<file path="config.mk">
export PLATFORM = sky130hd
export DESIGN_NAME = slow_clock_monitor_flat
export DESIGN_NICKNAME = d
export VERILOG_FILES = /design/src/rtl/slow_clock_monitor_pkg.sv /design/src/rtl/slow_clock_monitor_if.sv /design/src/rtl/sync_edge_detect.sv /design/src/rtl/slow_clock_monitor.sv /design/src/flat_wrapper.sv
export SDC_FILE = /design/constraint.sdc
export NUM_CORES = 1
export LEC_CHECK = 0
export ABC_AREA = 1
export CAP_MARGIN = 0
export CORE_UTILIZATION = 50
export DETAILED_ROUTE_END_ITERATION = 6
export PLACE_DENSITY_LB_ADDON = 0.2
export SLEW_MARGIN = 20
export SYNTH_ARGS = -nofsm -noshare
export SYNTH_HDL_FRONTEND = slang
export SYNTH_SLANG_ARGS = --single-unit
</file>
<file path="constraint.sdc">
create_clock -name clock -period 3.15 [get_ports clock]
set_input_delay 0.63 -clock clock [delete_from_list [all_inputs] [get_ports clock]]
set_output_delay 0.63 -clock clock [all_outputs]
set_load 0.02 [all_outputs]
</file>
<file path="src/rtl/slow_clock_monitor_pkg.sv">
// Shared types and constants for the slow clock monitor.
// Half-period defaults are in 25 MHz cycles.
package slow_clock_monitor_pkg;

    typedef enum logic [1:0] {
        ST_IDLE,
        ST_MEASURE,
        ST_LOCKED,
        ST_LOST
    } mon_state_e;

    localparam int HALF_100HZ = 125000;
    localparam int HALF_200HZ = 62500;
    localparam int HALF_400HZ = 31250;

    // True when the interval lies within +/- tol of nominal.
    function automatic logic interval_ok(input int interval, input int nominal, input int tol);
        return (interval >= nominal - tol) && (interval <= nominal + tol);
    endfunction

endpackage

</file>
<file path="src/rtl/slow_clock_monitor_if.sv">
// Signal bundle between the slow clock source/consumer side and the monitor.
// The monitor uses the slave modport.
interface slow_clock_monitor_if #(
    parameter int CNT_W = 18
);
    logic             slow_clock_in;
    logic             tick;
    logic [CNT_W-1:0] half_period;
    logic             period_valid;
    logic             locked;
    logic             lost;
    logic [7:0]       err_count;

    modport master (
        output slow_clock_in,
        input  tick, half_period, period_valid, locked, lost, err_count
    );

    modport slave (
        input  slow_clock_in,
        output tick, half_period, period_valid, locked, lost, err_count
    );
endinterface

</file>
<file path="src/rtl/sync_edge_detect.sv">
// Multi-stage synchronizer for an asynchronous level, with registered
// one-cycle rise/fall/any strobes.
module sync_edge_detect #(
    parameter int SYNC_STAGES = 2
) (
    input  logic clock,
    input  logic reset,
    input  logic async_i,
    output logic rise_o,
    output logic fall_o,
    output logic any_o
);
    logic [SYNC_STAGES-1:0] sync_q;
    logic                   prev_q;
    logic                   rise_q;
    logic                   fall_q;

    always_ff @(posedge clock) begin
        if (reset) begin
            sync_q <= '0;
            prev_q <= 1'b0;
            rise_q <= 1'b0;
            fall_q <= 1'b0;
        end else begin
            sync_q <= {sync_q[SYNC_STAGES-2:0], async_i};
            prev_q <= sync_q[SYNC_STAGES-1];
            rise_q <= sync_q[SYNC_STAGES-1] & ~prev_q;
            fall_q <= ~sync_q[SYNC_STAGES-1] & prev_q;
        end
    end

    assign rise_o = rise_q;
    assign fall_o = fall_q;
    assign any_o  = rise_q | fall_q;
endmodule

</file>
<file path="src/rtl/slow_clock_monitor.sv">
// Slow clock monitor: rising-edge tick, edge-to-edge interval measurement,
// and lock/loss tracking of an asynchronous slow clock.
module slow_clock_monitor
    import slow_clock_monitor_pkg::*;
#(
    parameter int SYNC_STAGES  = 2,
    parameter int NOMINAL_HALF = HALF_400HZ,
    parameter int TOLERANCE    = 64,
    parameter int LOCK_COUNT   = 4,
    parameter int CNT_W        = 18
) (
    input logic                 clock,
    input logic                 reset,
    slow_clock_monitor_if.slave mon
);
    // state      | meaning
    // ST_IDLE    | out of reset; first edge only starts timing
    // ST_MEASURE | evaluating intervals, counting consecutive good ones
    // ST_LOCKED  | LOCK_COUNT consecutive good intervals seen
    // ST_LOST    | no edge for 2*NOMINAL_HALF; next edge restarts timing

    localparam int TIMEOUT = 2 * NOMINAL_HALF;
    localparam int GOOD_W  = $clog2(LOCK_COUNT + 1);

    mon_state_e       state_q, state_d;
    logic [CNT_W-1:0] cnt_q, cnt_d;
    logic [GOOD_W-1:0] good_q, good_d;
    logic [7:0]       err_q, err_d;
    logic [CNT_W-1:0] hp_q, hp_d;
    logic             pv_q, pv_d;
    logic             tick_q, locked_q, lost_q;

    logic             rise, edge_any, unused_fall;
    logic [CNT_W-1:0] interval;
    logic             interval_good;
    logic             timeout_hit;
    logic             eval_edge;
    logic             err_inc;

    sync_edge_detect #(
        .SYNC_STAGES(SYNC_STAGES)
    ) u_sync (
        .clock  (clock),
        .reset  (reset),
        .async_i(mon.slow_clock_in),
        .rise_o (rise),
        .fall_o (unused_fall),
        .any_o  (edge_any)
    );

    assign interval      = cnt_q + 1'b1;
    assign interval_good = interval_ok(32'(interval), NOMINAL_HALF, TOLERANCE);
    // An edge arriving on the timeout cycle takes priority over the timeout.
    assign timeout_hit   = !edge_any && (cnt_q == CNT_W'(TIMEOUT - 1));

    always_comb begin
        state_d   = state_q;
        good_d    = good_q;
        err_d     = err_q;
        hp_d      = hp_q;
        pv_d      = pv_q;
        eval_edge = 1'b0;
        err_inc   = 1'b0;
        cnt_d     = edge_any ? '0 : ((cnt_q == '1) ? cnt_q : cnt_q + 1'b1);

        case (state_q)
            ST_IDLE: begin
                if (edge_any) begin
                    state_d = ST_MEASURE;
                    good_d  = '0;
                end else if (timeout_hit) begin
                    state_d = ST_LOST;
                end
            end
            ST_MEASURE: begin
                if (edge_any) begin
                    eval_edge = 1'b1;
                    if (interval_good) begin
                        if (good_q == GOOD_W'(LOCK_COUNT - 1)) begin
                            state_d = ST_LOCKED;
                            good_d  = '0;
                        end else begin
                            good_d = good_q + 1'b1;
                        end
                    end else begin
                        good_d  = '0;
                        err_inc = 1'b1;
                    end
                end else if (timeout_hit) begin
                    state_d = ST_LOST;
                end
            end
            ST_LOCKED: begin
                if (edge_any) begin
                    eval_edge = 1'b1;
                    if (!interval_good) begin
                        state_d = ST_MEASURE;
                        good_d  = '0;
                        err_inc = 1'b1;
                    end
                end else if (timeout_hit) begin
                    state_d = ST_LOST;
                end
            end
            ST_LOST: begin
                if (edge_any) begin
                    state_d = ST_MEASURE;
                    good_d  = '0;
                end
            end
            default: state_d = ST_IDLE;
        endcase

        if (eval_edge) begin
            hp_d = interval;
            pv_d = 1'b1;
        end
        if (state_d == ST_LOST && state_q != ST_LOST) begin
            pv_d = 1'b0;
        end
        if (err_inc && err_q != 8'hFF) begin
            err_d = err_q + 8'd1;
        end
    end

    always_ff @(posedge clock) begin
        if (reset) begin
            state_q  <= ST_IDLE;
            cnt_q    <= '0;
            good_q   <= '0;
            err_q    <= '0;
            hp_q     <= '0;
            pv_q     <= 1'b0;
            tick_q   <= 1'b0;
            locked_q <= 1'b0;
            lost_q   <= 1'b0;
        end else begin
            state_q  <= state_d;
            cnt_q    <= cnt_d;
            good_q   <= good_d;
            err_q    <= err_d;
            hp_q     <= hp_d;
            pv_q     <= pv_d;
            tick_q   <= rise;
            locked_q <= (state_d == ST_LOCKED);
            lost_q   <= (state_d == ST_LOST);
        end
    end

    assign mon.tick         = tick_q;
    assign mon.half_period  = hp_q;
    assign mon.period_valid = pv_q;
    assign mon.locked       = locked_q;
    assign mon.lost         = lost_q;
    assign mon.err_count    = err_q;
endmodule
</file>
<file path="src/flat_wrapper.sv">
// flat-port wrapper written by rule: the top's interface ports become plain ports
module slow_clock_monitor_flat import slow_clock_monitor_pkg::*;
#(
    parameter int SYNC_STAGES  = 2,
    parameter int NOMINAL_HALF = HALF_400HZ,
    parameter int TOLERANCE    = 64,
    parameter int LOCK_COUNT   = 4,
    parameter int CNT_W        = 18
)
  (clock, reset, mon_slow_clock_in, mon_tick, mon_half_period, mon_period_valid, mon_locked, mon_lost, mon_err_count);
  slow_clock_monitor_if #(.CNT_W(CNT_W)) mon_i ();
  input logic clock;
  input logic reset;
  input wire logic [$bits(mon_i.slow_clock_in)-1:0] mon_slow_clock_in;
  output wire logic [$bits(mon_i.tick)-1:0] mon_tick;
  output wire logic [$bits(mon_i.half_period)-1:0] mon_half_period;
  output wire logic [$bits(mon_i.period_valid)-1:0] mon_period_valid;
  output wire logic [$bits(mon_i.locked)-1:0] mon_locked;
  output wire logic [$bits(mon_i.lost)-1:0] mon_lost;
  output wire logic [$bits(mon_i.err_count)-1:0] mon_err_count;
  assign mon_i.slow_clock_in = mon_slow_clock_in;
  assign mon_tick = mon_i.tick;
  assign mon_half_period = mon_i.half_period;
  assign mon_period_valid = mon_i.period_valid;
  assign mon_locked = mon_i.locked;
  assign mon_lost = mon_i.lost;
  assign mon_err_count = mon_i.err_count;
  slow_clock_monitor #(.SYNC_STAGES(SYNC_STAGES), .NOMINAL_HALF(NOMINAL_HALF), .TOLERANCE(TOLERANCE), .LOCK_COUNT(LOCK_COUNT), .CNT_W(CNT_W)) u_core (.clock(clock), .reset(reset), .mon(mon_i));
endmodule
</file>
==> flow_metrics.env, run 1 <==
export IMPL_outcome="finished, final reports clean"
export IMPL_drtAntennaViolNets=0
export IMPL_totalWireLength_mm=6.78
export IMPL_r2r_cells=15
export IMPL_synth_top_area_share=0.391
export IMPL_path_cells="ha_1 > nand2_2 > nor2_8 > nand3_1 > xor2_1 > nand3_1 > nor2_2 > nand2_1 > nand2_2 > nand3_1 > nand2_1 > nand2_1 > nand3_1 > nand3_1 > a21oi_1"
export IMPL_ir_drop_mv=0.401
export IMPL_cts_sinks=58
export IMPL_initial_core_util=0.529
export IMPL_endpoint_kind="register"
export IMPL_vias_per_cell=5.23
export IMPL_dp_slack_ns=0.560
export IMPL_die_h_um=79.1
export IMPL_setup_viol=0
export IMPL_clockBufferDepth=2
export IMPL_place_gp_congestion=0.908
export IMPL_cp_arrival_ns=2.90
export IMPL_overflow=0
export IMPL_drcViolationCount=0
export IMPL_hp_class="register to register"
export IMPL_power_density_nw_per_um2=516
export IMPL_period_needed_ns=2.63
export IMPL_worst_pin_slew_ns=0.691
export IMPL_ios=33
export IMPL_skew_ns=0.00355
export IMPL_grt_pass1_vias=2532
export IMPL_drt_iter0_markers=227
export IMPL_antenna_cells=0
export IMPL_portBuffers=32
export IMPL_crit_buf_inv=0
export IMPL_ctsHoldBuffers=0
export IMPL_holdPathEnd="u_core.u_sync.sync_q[1]"
export IMPL_power_leakage_nw=1.52
export IMPL_synth_most_common_cell="nand2_1"
export IMPL_r2r_start="u_core.cnt_q[0]"
export IMPL_final_layout_size_suffix_gt1_frac=0.119
export IMPL_drv_slew=0
export IMPL_final_core_util=0.631
export IMPL_firstDrtPassIters=4
export IMPL_ys_seq_elements=58
export IMPL_netlist_area_um2=2970
export IMPL_crit_family="simple AND/OR/NAND/NOR gates"
export IMPL_grt_total_usage=0.238
export IMPL_fin_ws_ns=0.521
export IMPL_slowest_stage="dfxtp_1"
export IMPL_fillers=527
export IMPL_avgSynthCellArea_um2=7.21
export IMPL_synth_warning_count=0
export IMPL_num_vias=2749
export IMPL_synth_seq_area_share=0.391
export IMPL_die_width_um=79.1
export IMPL_design_die_area_um2=6250
export IMPL_fmax_ghz=0.380
export IMPL_synth_common_cells="81 x nand2_1, 65 x inv_1, 58 x dfxtp_1"
export IMPL_power_mw=1.82
export IMPL_r2r_setup_slack_ns=0.52
export IMPL_max_slew_margin_rel=0.539
export IMPL_post_drt_wl_per_cell_um=12.9
export IMPL_fp_row_count=27
export IMPL_core_area_um2=5610
export IMPL_hold_violations=0
export IMPL_syn_to_final_growth_pct=19.2
export IMPL_post_cts_resized=0
export IMPL_yosysTopAreaCell="dfxtp_1"
export IMPL_grt_pass1_wl_mm=11.5
export IMPL_max_stage_delay_ns=0.43
export IMPL_syn_inst=412
export IMPL_critPathKind="register to register"
export IMPL_clkLatencyLatePin_ns=0.34
export IMPL_min_delay_path_depth=2
export IMPL_cts_reportedPaths_clkPinSlew_ns=0.07
export IMPL_setup_tns_ns=0
export IMPL_grt_max_degree=36
export IMPL_numCtsBuffers=9
export IMPL_hold_path_startpoint="u_core.u_sync.sync_q[0]"
export IMPL_cts_setup_buffers=0
export IMPL_nNetsFinal=461
export IMPL_startpoint_type="register"
export IMPL_r2r_end="u_core.mon.locked"
export IMPL_synth_edf_count=0
export IMPL_cts_root_buf="clkbuf_8"
export IMPL_rsz0062_at_grt="no"
export IMPL_period_share=0.835
export IMPL_ys_flop_type="dfxtp_1"
export IMPL_ys_types=37
export IMPL_maxCapViolCount=0
export IMPL_worstPathMaxFanout=7
export IMPL_path_common_cell="nand3_1"
export IMPL_hpwl_mm=4.85
export IMPL_htreeDepth=3
export IMPL_synth_area_leaders="dfxtp_1 39%, nand2_1 10%, inv_1 8.2%"
export IMPL_syn_num_nets=424
export IMPL_synth_async_reset_ratio=0
export IMPL_antenna_found_initial=0
export IMPL_cts_tree="built"
export IMPL_required_ns=3.42
[state kept, by name, indices dropped and copies added (netlist names)]
signal	cells
u_core.mon.lost	1
u_core.mon.period_valid	1
u_core.u_sync.fall_o	1
u_core.mon.half_period	18
u_core.u_sync.sync_q	2
u_core.mon.locked	1
u_core.cnt_q	18
u_core.u_sync.prev_q	1
u_core.u_sync.rise_o	1
u_core.state_q	2
u_core.good_q	3
u_core.mon.tick	1
u_core.mon.err_count	8
[area by class of cell]
type                       instances  area, µm²  area share
clock buffer                      11        141      0.0400
sequential                        58       1160       0.328
inverter                          67        254      0.0718
tap                               72       90.1      0.0255
clock inverter                     5       30.0     0.00849
timing repair buffer              35        343      0.0969
multi-input combinational        278       1520       0.429
[layout by cell type, fill, tap and decap left out, types with 2 or more instances in the layout]
| master | netlist | layout |
|---|---|---|
| nand2_1 | 81 | 81 |
| a31oi_1 | 3 | 3 |
| xnor2_1 | 2 | 2 |
| clkinv_2 | 0 | 3 |
| buf_4 | 0 | 3 |
| a21oi_1 | 30 | 30 |
| nand2_2 | 11 | 11 |
| clkdlybuf4s50_1 | 0 | 32 |
| xor2_1 | 5 | 5 |
| clkbuf_8 | 0 | 10 |
| nor2_2 | 6 | 6 |
| clkinvlp_4 | 0 | 2 |
| nor3_2 | 2 | 2 |
| o21a_1 | 2 | 2 |
| dfxtp_1 | 58 | 58 |
| o21ai_0 | 18 | 18 |
| nor3_1 | 4 | 4 |
| nand3_1 | 17 | 17 |
| o211ai_1 | 11 | 11 |
| or2_2 | 3 | 3 |
| ha_1 | 9 | 9 |
| nand4_1 | 9 | 9 |
| nand2_4 | 3 | 3 |
| nor4_1 | 4 | 4 |
| o21ai_1 | 5 | 5 |
| inv_1 | 65 | 65 |
| nor2_4 | 3 | 3 |
| nor2_1 | 41 | 41 |
[how the worst max path moves through the flow]
stage,startpoint,to,slack [ns],depth (start not counted)
after floorplan,u_core.cnt_q[0],u_core.mon.err_count[5],0.89,16
after global placement,u_core.cnt_q[0],u_core.mon.err_count[5],0.66,16
after detailed placement,u_core.cnt_q[0],u_core.mon.locked,0.56,15
after CTS,u_core.cnt_q[0],u_core.mon.locked,0.53,15
after global routing,u_core.cnt_q[0],u_core.mon.err_count[4],0.22,15
final,u_core.cnt_q[0],u_core.mon.locked,0.52,15
[cells by family (layout without fill, tap and decap cells)]
| logic type | after synthesis | after routing | synth area share |
|---|---|---|---|
| fa+ha+maj | 9 | 9 | 0.0379 |
| flops | 58 | 58 | 0.391 |
| xor+xnor | 7 | 7 | 0.0206 |
| compound gates | 72 | 72 | 0.137 |
| simple gates | 190 | 190 | 0.316 |
| buf+inv | 76 | 118 | 0.0973 |
[worst register-to-register path, cell delays in order (launching register included)]
cell	delay (ns)
dfxtp_1	0.43
ha_1	0.26
nand2_2	0.12
nor2_8	0.16
nand3_1	0.16
xor2_1	0.35
nand3_1	0.15
nor2_2	0.15
nand2_1	0.07
nand2_2	0.10
nand3_1	0.10
nand2_1	0.07
nand2_1	0.05
nand3_1	0.08
nand3_1	0.12
a21oi_1	0.19
[per-stage QoR]
step	instance area (µm²)	hold WS (ns)	std cells
after detailed placement	3370	0.393	510
after global placement	3370	0.394	510
after global routing	3540	0.406	526
after CTS	3540	0.402	526
final	3540	0.402	526
after floorplan	2970	0.388	412
[per-layer routing]
layer  track usage  share of wire
met1         0.315           0.49
met5             0              0
met2         0.372           0.44
met4         0.133          0.020
met3        0.0322          0.053
[where the power goes]
group / internal [mW] / total (mW) / switching (mW)
combinational: 0.153 / 0.395 / 0.242
sequential: 0.788 / 0.825 / 0.0377
clock: 0.302 / 0.604 / 0.302
total: 1.24 / 1.82 / 0.582
Power figures use the tool's default switching activity.
==> run 2: changes to the inputs <==
- clock period: 3.15 -> 2.8 ns (I/O delays scaled with it)
==> flow_metrics.env, run 2 (synthesis gave the netlist of run 1 again) <==
export IMPL_outcome="finished, final reports clean"
export IMPL_fillers=524
export IMPL_worst_pin_slew_ns=0.703
export IMPL_multi_input_area_um2=1520
export IMPL_clkLatencyLatePin_ns=0.33
export IMPL_initial_core_util=0.529
export IMPL_cts_sinks=58
export IMPL_power_leakage_nw=1.52
export IMPL_fin_cells=523
export IMPL_fp_row_count=27
export IMPL_ctsHoldBuffers=0
export IMPL_antenna_cells=0
export IMPL_skew_ns=0.0136
export IMPL_firstDrtPassIters=4
export IMPL_nNetsFinal=461
export IMPL_drcViolationCount=0
export IMPL_final_cell_mix="81 x nand2_1, 65 x inv_1, 57 x dfxtp_1"
export IMPL_grt_pass1_wl_mm=11.4
export IMPL_regArea_um2=1160
export IMPL_cts_reportedPaths_clkPinSlew_ns=0.06
export IMPL_portBuffers=32
export IMPL_place_gp_congestion=0.903
export IMPL_period_share=0.910
export IMPL_power_density_nw_per_um2=590
export IMPL_endpoint_kind="register"
export IMPL_required_ns=3.06
export IMPL_final_common_cell="nand2_1"
export IMPL_cts_root_buf="clkbuf_8"
export IMPL_hold_violations=0
export IMPL_htreeDepth=3
export IMPL_drtAntennaViolNets=0
export IMPL_clockBufferDepth=2
export IMPL_period_needed_ns=2.55
export IMPL_maxCapViolCount=0
export IMPL_r2r_setup_slack_ns=0.25
export IMPL_ir_drop_mv=0.402
export IMPL_setup_tns_ns=0
export IMPL_hpwl_mm=4.89
export IMPL_r2r_start="u_core.cnt_q[0]"
export IMPL_numCtsBuffers=9
export IMPL_ios=33
export IMPL_setup_viol=0
export IMPL_critPathKind="register to register"
export IMPL_endpoint="u_core.mon.locked"
export IMPL_design_die_area_um2=6250
export IMPL_die_width_um=79.1
export IMPL_worstPathMaxFanout=7
export IMPL_antenna_found_initial=0
export IMPL_syn_to_final_growth_pct=19.6
export IMPL_die_h_um=79.1
export IMPL_grt_pass1_vias=2500
export IMPL_drv_slew=0
export IMPL_fmax_ghz=0.392
export IMPL_max_slew_margin_rel=0.531
export IMPL_final_layout_size_suffix_gt1_frac=0.120
export IMPL_cp_arrival_ns=2.81
export IMPL_post_drt_wl_per_cell_um=12.7
export IMPL_core_area_um2=5610
export IMPL_num_vias=2715
export IMPL_totalWireLength_mm=6.66
export IMPL_startpoint_type="register"
export IMPL_overflow=0
export IMPL_r2r_cells=15
export IMPL_r2r_end="u_core.mon.locked"
export IMPL_cts_tree="built"
export IMPL_crit_start="u_core.cnt_q[0]"
export IMPL_drt_iter0_markers=263
export IMPL_rsz0062_at_grt="no"
export IMPL_vias_per_cell=5.19
export IMPL_grt_total_usage=0.235
export IMPL_dp_cells=510
export IMPL_grt_max_degree=36
export IMPL_hp_class="register to register"
-- run 2: cell types whose count changed in the layout (fill, tap and decap cells not counted) --
cell and delta:
clkinv_2 -2, bufinv_16 +1, clkbuf_1 -1, clkinvlp_4 -1, dfxtp_1 -1, dfxtp_2 +1
nor2_1 -1, nor2_2 +1
-- run 2: worst max-delay path, cell delays in order, from the launching register on --
cell	delay [ns]
dfxtp_2	0.38
ha_1	0.24
nand2_2	0.12
nor2_8	0.16
nand3_1	0.16
xor2_1	0.35
nand3_1	0.14
nor2_2	0.14
nand2_1	0.07
nand2_2	0.10
nand3_1	0.12
nand2_1	0.08
nand2_1	0.04
nand3_1	0.08
nand3_1	0.12
a21oi_1	0.17
-- run 2: timing repair --
action | CTS | global route
gates resized for setup | 0 | 2
endpoints found under the setup margin | 0 | 7
setup buffers | 0 | 0
-- run 2: metrics by stage --
stage          power (mW)  instance area (µm²)   util  worst slack, ns  hold WS (ns)
2_1_floorplan        1.25                 2970      -            0.536         0.388
3_3_place_gp         1.37                 3370  0.600            0.305         0.392
3_5_place_dp         1.38                 3370  0.600            0.224         0.406
4_1_cts              2.11                 3550  0.633            0.221         0.415
5_1_grt              2.22                 3550  0.633           0.0228         0.443
6_report             2.09                 3550  0.633            0.252         0.417
-- run 2: worst min-delay path by stage --
stage	from	end	slack [ns]	depth (start not counted)
floorplan	u_core.u_sync.sync_q[0]	u_core.u_sync.sync_q[1]	0.39	2
global placement	u_core.u_sync.sync_q[0]	u_core.u_sync.sync_q[1]	0.39	2
detailed placement	u_core.u_sync.sync_q[0]	u_core.u_sync.sync_q[1]	0.41	2
CTS	u_core.u_sync.sync_q[0]	u_core.u_sync.sync_q[1]	0.42	2
global route	u_core.u_sync.sync_q[0]	u_core.u_sync.sync_q[1]	0.44	2
finish	u_core.u_sync.sync_q[0]	u_core.u_sync.sync_q[1]	0.42	2
-- run 2: power breakdown --
part / switching, mW / internal [mW]
registers: 0.0417 / 0.887
clock network: 0.312 / 0.418
logic: 0.264 / 0.172
-- run 2: metal layers --
layer | track usage | routed length, µm
met4 | 0.0800 | 95
met5 | 0 | 0
met2 | 0.366 | 2880
met1 | 0.323 | 3360
met3 | 0.0483 | 326
-- run 2: layout make-up --
cell class / instances / area share
clock inverters: 3 / 0.0120
multi-input cells: 278 / 0.428
repair buffers: 35 / 0.0965
flip-flops and latches: 58 / 0.327
clock buffers: 10 / 0.0388
inverters: 67 / 0.0715
well taps: 72 / 0.0254
